## config.mk

```make
export PLATFORM = sky130hd
export DESIGN_NAME = syn_dual_port
export DESIGN_NICKNAME = d
export VERILOG_FILES = /design/src/rtl/syn_dual_port_pkg.sv /design/src/rtl/syn_dual_port.sv
export SDC_FILE = /design/constraint.sdc
export NUM_CORES = 1
export LEC_CHECK = 0
export ABC_AREA = 1
export ABC_CLOCK_PERIOD_IN_PS = 2690
export BUFFER_PORTS_ARGS = -buffer_cell sky130_fd_sc_hd__clkbuf_2
export CAP_MARGIN = 20
export CORE_MARGIN = 4
export CORE_UTILIZATION = 55
export DETAILED_ROUTE_END_ITERATION = 8
export GPL_TIMING_DRIVEN = 0
export PLACE_DENSITY = 0.76
export SYNTH_ARGS = -nofsm -noshare
export SYNTH_HDL_FRONTEND = slang
export SYNTH_SLANG_ARGS = --single-unit
export TNS_END_PERCENT = 100
```

## constraint.sdc

```tcl
create_clock -name clk -period 2.69 [get_ports clk]
set_input_delay 0 -clock clk [delete_from_list [all_inputs] [get_ports clk]]
set_output_delay 0 -clock clk [all_outputs]
set_load 0.02 [all_outputs]
```

## src/rtl/syn_dual_port_pkg.sv

```systemverilog
// Shared sizing constants for the simple dual-port RAM.
package syn_dual_port_pkg;
    localparam int DATA_WIDTH_DEF = 8;
    localparam int ADDR_WIDTH_DEF = 4;
    localparam int DEPTH_DEF      = 2 ** ADDR_WIDTH_DEF;
endpackage

```

## src/rtl/syn_dual_port.sv

```systemverilog
// Simple dual-port RAM: one write port, one registered read port, write-first
// on address collision, synchronous reset clears every word and the read register.
module syn_dual_port
    import syn_dual_port_pkg::*;
#(
    parameter int DATA_WIDTH = DATA_WIDTH_DEF,
    parameter int ADDR_WIDTH = ADDR_WIDTH_DEF
) (
    input  logic                  clk,
    input  logic                  reset,
    input  logic                  read,
    input  logic                  write,
    input  logic [DATA_WIDTH-1:0] data_in,
    input  logic [ADDR_WIDTH-1:0] write_address,
    input  logic [ADDR_WIDTH-1:0] read_address,
    output logic [DATA_WIDTH-1:0] data_out
);
    localparam int DEPTH = 2 ** ADDR_WIDTH;

    logic [DATA_WIDTH-1:0] mem_q [DEPTH];
    logic [DATA_WIDTH-1:0] data_out_q, data_out_d;
    logic                  collide;

    assign collide = write && (write_address == read_address);

    // Bypass the incoming write so a same-address read returns the new word.
    always_comb begin
        data_out_d = data_out_q;
        if (read) begin
            data_out_d = collide ? data_in : mem_q[read_address];
        end
    end

    always_ff @(posedge clk) begin
        if (reset) begin
            for (int i = 0; i < DEPTH; i++) begin
                mem_q[i] <= '0;
            end
            data_out_q <= '0;
        end else begin
            if (write) begin
                mem_q[write_address] <= data_in;
            end
            data_out_q <= data_out_d;
        end
    end

    assign data_out = data_out_q;
endmodule

```

======== Yosys cells after proc, flatten, opt, wreduce, memory -nomap -nowiden ========
Memory sizes are Yosys's and may differ from the RTL's. A register that Yosys moved wholly into a read port is not among the register bits.
Cells that the tools add are included.
cells by class
  mux-type cells .......................... 8
  reduce and logical (&&, ||, !) cells .... 1
operators by type and width
  kind             count
  $mux 8           1
  $reduce_or 8->1  1
  $mux 1           6
  $mux 4           1
word-level totals
  register bits ........................... 0
  bits in writable memories ............... 128
  memories kept ........................... 1
  input bits .............................. 20
memories
  memory  depth  bits a word  rd ports  clocked after Yosys merged registers in  write ports  RTL line             source
  mem_q   16     8            1         1                                        16           syn_dual_port.sv:20  logic [DATA_WIDTH-1:0] mem_q [DEPTH];

======== Logic depth before layout (Yosys ltp) ========
Gate-level depths: netlist of the first run.
  word-level depth ........................ 5
  depth in mapped cells ................... 11
  depth with buffers taken out ............ 9

======== Least setup slack after synthesis of the first run ========
No wires, ideal clock.
  kind .................................... input port to flip-flop
  start ................................... in reset
  end ..................................... mem mem_q[11][0] (netlist name) (enable)
  stages on the path ...................... 5
  arrival time ............................ 1.049 ns
  path slack .............................. 1.312 ns
  buffers on the path ..................... 0
  setup time .............................. 0.329 ns
  cell sequence ........................... inv_2 nand2_1 nor3_1 nand2_2 nand2_1
RTL lines
  element          RTL line             source
  start, declared  syn_dual_port.sv:10  input logic reset,
  end, declared    syn_dual_port.sv:20

==> results.cfg, run 1 <==
[status]
outcome = finished, final reports clean

[final_layout]
layout-drive-gt1-share = 0.119
utilization = 0.638
num_antenna_cells = 0
final_cells = 907
area_growth_pct = 13.4
finalNetCount = 771
nFillCells = 970

[timing]
timing.slew.headroom = 0.229
finalSetupViolations = 0
fin_crit_ps = 2390
setup_ws_ps = 301
hold_viol = 0
worst_clock_skew_ps = 8.35
maxSlewViolCount = 0
setup_tns_ps = 0
max_slew.worst_pin.slew_ps = 1150
max_clock_freq_ghz = 0.419
rsz0062_at_grt = no
post-route-period-util = 0.888

[die]
rows = 39
die_w_um = 116
die-area_um2 = 13500
die_h_um = 116
boundaryPins = 28
core_area_um2 = 11400
start_util = 0.562

[synth]
synth_compound_area_frac = 0.0405
yosys.area.top_type_share = 0.599
synth-seq-cells = 136
yosys.area_share.adder = 0
ys_types = 26
synthesis.area_um2 = 6420
syn_avg_cell_area_um2 = 9.12
synth-simple-area-share = 0.274
yosys_most_used_dff = edfxtp_1
synthXorXnorAreaFrac = 0.00136
yosys.area.top_type = edfxtp_1
async_flop_share = 0
synth_top_family_by_area = simple AND/OR/NAND/NOR gates
yosys-mux-area-fraction = 0
synthCells = 704
synth_edf_count = 128
synth_warnings = 0
synth.area.top_cells = edfxtp_1 (60%), nor2_1 (12%), nand2_1 (7.7%)
synth_nets = 724
yosysSeqAreaShare = 0.624

[worst_setup_path]
critPathTopFamily = simple AND/OR/NAND/NOR gates
startpoint_type = input port
end_kind = flip-flop
path_depth = 7
worst-setup-path-type = input port to flip-flop
cp_common_cell = nand2_1
max_stage_delay_ps = 900
slowest_stage = nor3_1
cp_cell_sequence = dlygate4sd3_1 > clkbuf_2 > inv_2 > nand2_1 > nor3_1 > nand2_2 > nand2_1
cp_max_fo = 9
critPathArrivalTime_ps = 2470
crit_buf_inv = 3
reg2reg_depth = 9
critPathRequiredTime_ps = 2770

[worst_hold_path]
hold_path.class = input port to flip-flop
holdPathStages = 3

[routing]
viasPerCell = 5.74
ant_nets = 0
drc = 0
vias = 5207
drt_iter0_drc = 610
dr.pass1.iters = 6
post_drt_wl_per_cell_um = 19.9
wirelength_um = 18100

[power_and_ir_drop]
switchingPower_w = 0.00126
combPwrFrac = 0.094
p_int_w = 0.00381
p_sw_frac = 0.248
seqPwrFrac = 0.488
leakage_nw = 3.05
p_per_area_nw_per_um2 = 696
peakVddDrop_v = 0.000389
p_clk_frac = 0.418

[global_route]
grt-ovfl-total = 0
antenna_found_initial = 0
grtUsageTotal = 0.282
grt_max_degree = 17
grt_pass1_vias = 5004
grt_pass1_wl_um = 27000

[cts]
post_cts_buffers = 0
cts_hold_buffers = 4
numClockSinks = 136
cts_root_buf = clkbuf_16
cts_tree = yes
clkTransAtPathRegs_ps = 60
cts-buffers-inserted = 17
cts-htree-levels = 4
ctsResizeCount = 0
clock_latency_ps = 430
clockBufferDepth = 2

[placed_design]
portBuffers = 24
hpwl_um = 12900
placed_cells = 871
dp_slack_ps = 505
routabilityCongestion = 0.971

[job]
drv_cap = 0
## cell families (layout without fill, tap and decap cells)
group | count (synthesis) | count (layout)
DFF | 136 | 136
AOI/OAI and AO/OA | 49 | 49
and+or+nand+nor | 425 | 425
xor gates and xnor gates | 1 | 1
buffers and inverters | 93 | 153
## cell usage after synthesis (7+ instances only)
| cell | n |
|---|---|
| nor2_1 | 198 |
| o21ai_0 | 36 |
| nand2_1 | 131 |
| nand2_2 | 16 |
| inv_1 | 45 |
| clkbuf_1 | 16 |
| clkinv_1 | 8 |
| nand3_1 | 68 |
| a21oi_1 | 7 |
| buf_2 | 13 |
| edfxtp_1 | 128 |
| dfxtp_1 | 8 |
## per-stage QoR
| stage | total power (W) | area (um^2) | hold WS, ps |
|---|---|---|---|
| 4_1_cts | 0.00504 | 7280 | 73.8 |
| 3_5_place_dp | 0.00298 | 6720 | 301 |
| 5_1_grt | 0.00520 | 7280 | 88.0 |
| 3_3_place_gp | 0.00296 | 6720 | 292 |
| 6_report | 0.00507 | 7280 | 79.7 |
| 2_1_floorplan | 0.00280 | 6420 | 180 |
## tightest hold or removal path: cells and delay by family
kind	cells	cell delay [ps]
buf+inv	2	260
simple gates	1	80
## cells in the final DEF (no fill, tap or decap), drive strengths merged, types with 5 or more instances in the layout
| master | n |
|---|---|
| clkinv | 16 |
| edfxtp | 128 |
| o21ai | 36 |
| clkbuf | 61 |
| nand3 | 69 |
| inv | 49 |
| buf | 20 |
| nand2 | 147 |
| nor3 | 5 |
| a21oi | 8 |
| nor2 | 200 |
| dfxtp | 8 |
## per-layer routing
| layer | up-vias | part of all wire | global-route usage |
|---|---|---|---|
| met1 | 2504 | 0.39 | 0.354 |
| met2 | 244 | 0.49 | 0.475 |
| li1 | 2406 | - | - |
| met3 | 53 | 0.081 | 0.0527 |
| met5 | - | 0 | 0 |
| met4 | 0 | 0.035 | 0.131 |
## final cells by class
| class | instances | area [um^2] | share of cell area |
|---|---|---|---|
| multi-input combinational | 475 | 2030 | 0.278 |
| inverter | 57 | 219 | 0.0301 |
| sequential | 136 | 4000 | 0.550 |
| timing repair buffer | 28 | 160 | 0.0220 |
| clock inverter | 11 | 82.6 | 0.0113 |
| clock buffer | 21 | 440 | 0.0605 |
| buffer | 36 | 170 | 0.0234 |
| tap | 143 | 179 | 0.0246 |
## power groups by stage
stage          combinational [W]  clock (W)  sequential [W]
3_3_place_gp            0.000450          0         0.00251
3_5_place_dp            0.000461          0         0.00252
5_1_grt                 0.000519    0.00220         0.00248
2_1_floorplan           0.000284          0         0.00252
6_report                0.000478    0.00212         0.00247
4_1_cts                 0.000469    0.00210         0.00247
## sequential cells by signal, summed over array words and instances (netlist names)
name and cells:
mem_q 128, data_out 8
## final timing paths
| check | startpoint | endpoint | slack, ps |
|---|---|---|---|
| min reg2reg | data_out[3]$_SDFFE_PP0P_ | data_out[3]$_SDFFE_PP0P_ | 530 |
| max | reset | mem_q[8][5]$_SDFFCE_PN0P_ | 300 |
| min | data_in[0] | mem_q[6][0]$_SDFFCE_PN0P_ | 80 |
| max reg2reg | mem_q[0][1]$_SDFFCE_PN0P_ | data_out[1]$_SDFFE_PP0P_ | 910 |
Power figures use the tool's default switching activity.
==> run 2, diff against run 1 <==
==> constraint.sdc (replaced) <==
create_clock -name clk -period 2.69 [get_ports clk]
set_input_delay 0.1345 -clock clk [delete_from_list [all_inputs] [get_ports clk]]
set_output_delay 0.1345 -clock clk [all_outputs]
set_load 0.02 [all_outputs]
==> results.cfg, run 2 (synthesis gave the netlist of run 1 again) <==
[status]
outcome = finished, final reports clean

[routing]
ant_nets = 0
dr.pass1.iters = 5
viasPerCell = 5.73
post_drt_wl_per_cell_um = 20.0
drc = 0
wirelength_um = 18000
drt_iter0_drc = 627
vias = 5184

[final_layout]
nFillCells = 973
area_growth_pct = 13.0
layout-drive-gt1-share = 0.120
largest_reg_flops = 128
final_common_cell = nor2_1
stdcell_area_um2 = 7250
finalNetCount = 768
num_antenna_cells = 0
regMostFlops = mem_q
final_cell_mix = nor2_1 (198), nand2_1 (131), edfxtp_1 (128), nand3_1 (68), inv_1 (45)

[timing]
max_clock_freq_ghz = 0.399
max_slew.worst_pin.slew_ps = 1140
timing.slew.headroom = 0.232
post-route-period-util = 0.932
finalSetupViolations = 0
maxSlewViolCount = 0
whs_ps = 53.8
fin_crit_ps = 2510
rsz0062_at_grt = no
setup_tns_ps = 0
worst_clock_skew_ps = 8.60
hold_viol = 0

[global_route]
grt_pass1_vias = 4968
grt_pass1_wl_um = 26800
grtUsageTotal = 0.280
antenna_found_initial = 0
grt-ovfl-total = 0
grt_max_degree = 17

[worst_setup_path]
startpoint_type = input port
end_kind = flip-flop
critPathArrivalTime_ps = 2590
worst-setup-path-type = input port to flip-flop
cp_max_fo = 9
critPathRequiredTime_ps = 2770

[placed_design]
routabilityCongestion = 0.971
hpwl_um = 12900
portBuffers = 24
place_area_um2 = 6720

[power_and_ir_drop]
p_int_w = 0.00381
switchingPower_w = 0.00125
p_per_area_nw_per_um2 = 697
peakVddDrop_v = 0.000389
p_sw_frac = 0.247
leakage_nw = 3.03
combPwrFrac = 0.094
seqPwrFrac = 0.489
p_total_w = 0.00506
p_clk_frac = 0.417

[cts]
numClockSinks = 136
clockBufferDepth = 2
cts_hold_buffers = 1
clkTransAtPathRegs_ps = 50
cts-buffers-inserted = 17
post_cts_buffers = 0
cts_root_buf = clkbuf_16
cts_tree = yes
clock_latency_ps = 420
cts-htree-levels = 4
ctsResizeCount = 0

[die]
boundaryPins = 28
core_area_um2 = 11400
rows = 39
start_util = 0.562
die-area_um2 = 13500
die_w_um = 116
die_h_um = 116

[worst_hold_path]
hold_path.class = input port to flip-flop

[job]
drv_cap = 0
run 2: power by group through the flow:
stage	Combinational, W	Clock [W]	Sequential (W)
2_1_floorplan	0.000284	0	0.00252
3_3_place_gp	0.000450	0	0.00251
3_5_place_dp	0.000461	0	0.00252
4_1_cts	0.000465	0.00210	0.00247
5_1_grt	0.000514	0.00220	0.00248
6_report	0.000475	0.00211	0.00247
run 2: metrics by stage:
step,setup slack (ps),utilization,std cells
global placement,404,0.589,871
global route,109,0.635,904
floorplan,1180,-,704
CTS,253,0.635,904
finish,184,0.635,904
detailed placement,371,0.589,871
run 2: per-layer routing:
| metal | up-vias | routed length [um] | track usage |
|---|---|---|---|
| li1 | 2397 | - | - |
| met2 | 239 | 8960 | 0.471 |
| met1 | 2504 | 7130 | 0.352 |
| met4 | 0 | 532 | 0.131 |
| met3 | 44 | 1420 | 0.0527 |
| met5 | - | 0 | 0 |
run 2: final cells by class:
class / instances / area [um^2] / share of cell area
clock buffer: 21 / 440 / 0.0607
multi-input combinational: 475 / 2030 / 0.280
buffer: 36 / 170 / 0.0235
inverter: 57 / 219 / 0.0302
clock inverter: 11 / 82.6 / 0.0114
tap: 143 / 179 / 0.0247
timing repair buffer: 25 / 130 / 0.0179
sequential: 136 / 4000 / 0.552
run 2: final timing paths:
path	start	to	slack (ps)	cells after the start
worst max-delay path	reset	mem_q[8][5]$_SDFFCE_PN0P_	180	7
worst min-delay path	read	data_out[1]$_SDFFE_PP0P_	50	3
worst max register to register	mem_q[14][0]$_SDFFCE_PN0P_	data_out[0]$_SDFFE_PP0P_	1410	8
worst min register to register	data_out[3]$_SDFFE_PP0P_	data_out[3]$_SDFFE_PP0P_	530	2
run 2: critical path: stages:
cell and delay [ps]:
dlygate4sd3_1 530, clkbuf_2 110, inv_2 90, nand2_1 130
nor3_1 890, nand2_2 310, nand2_1 390
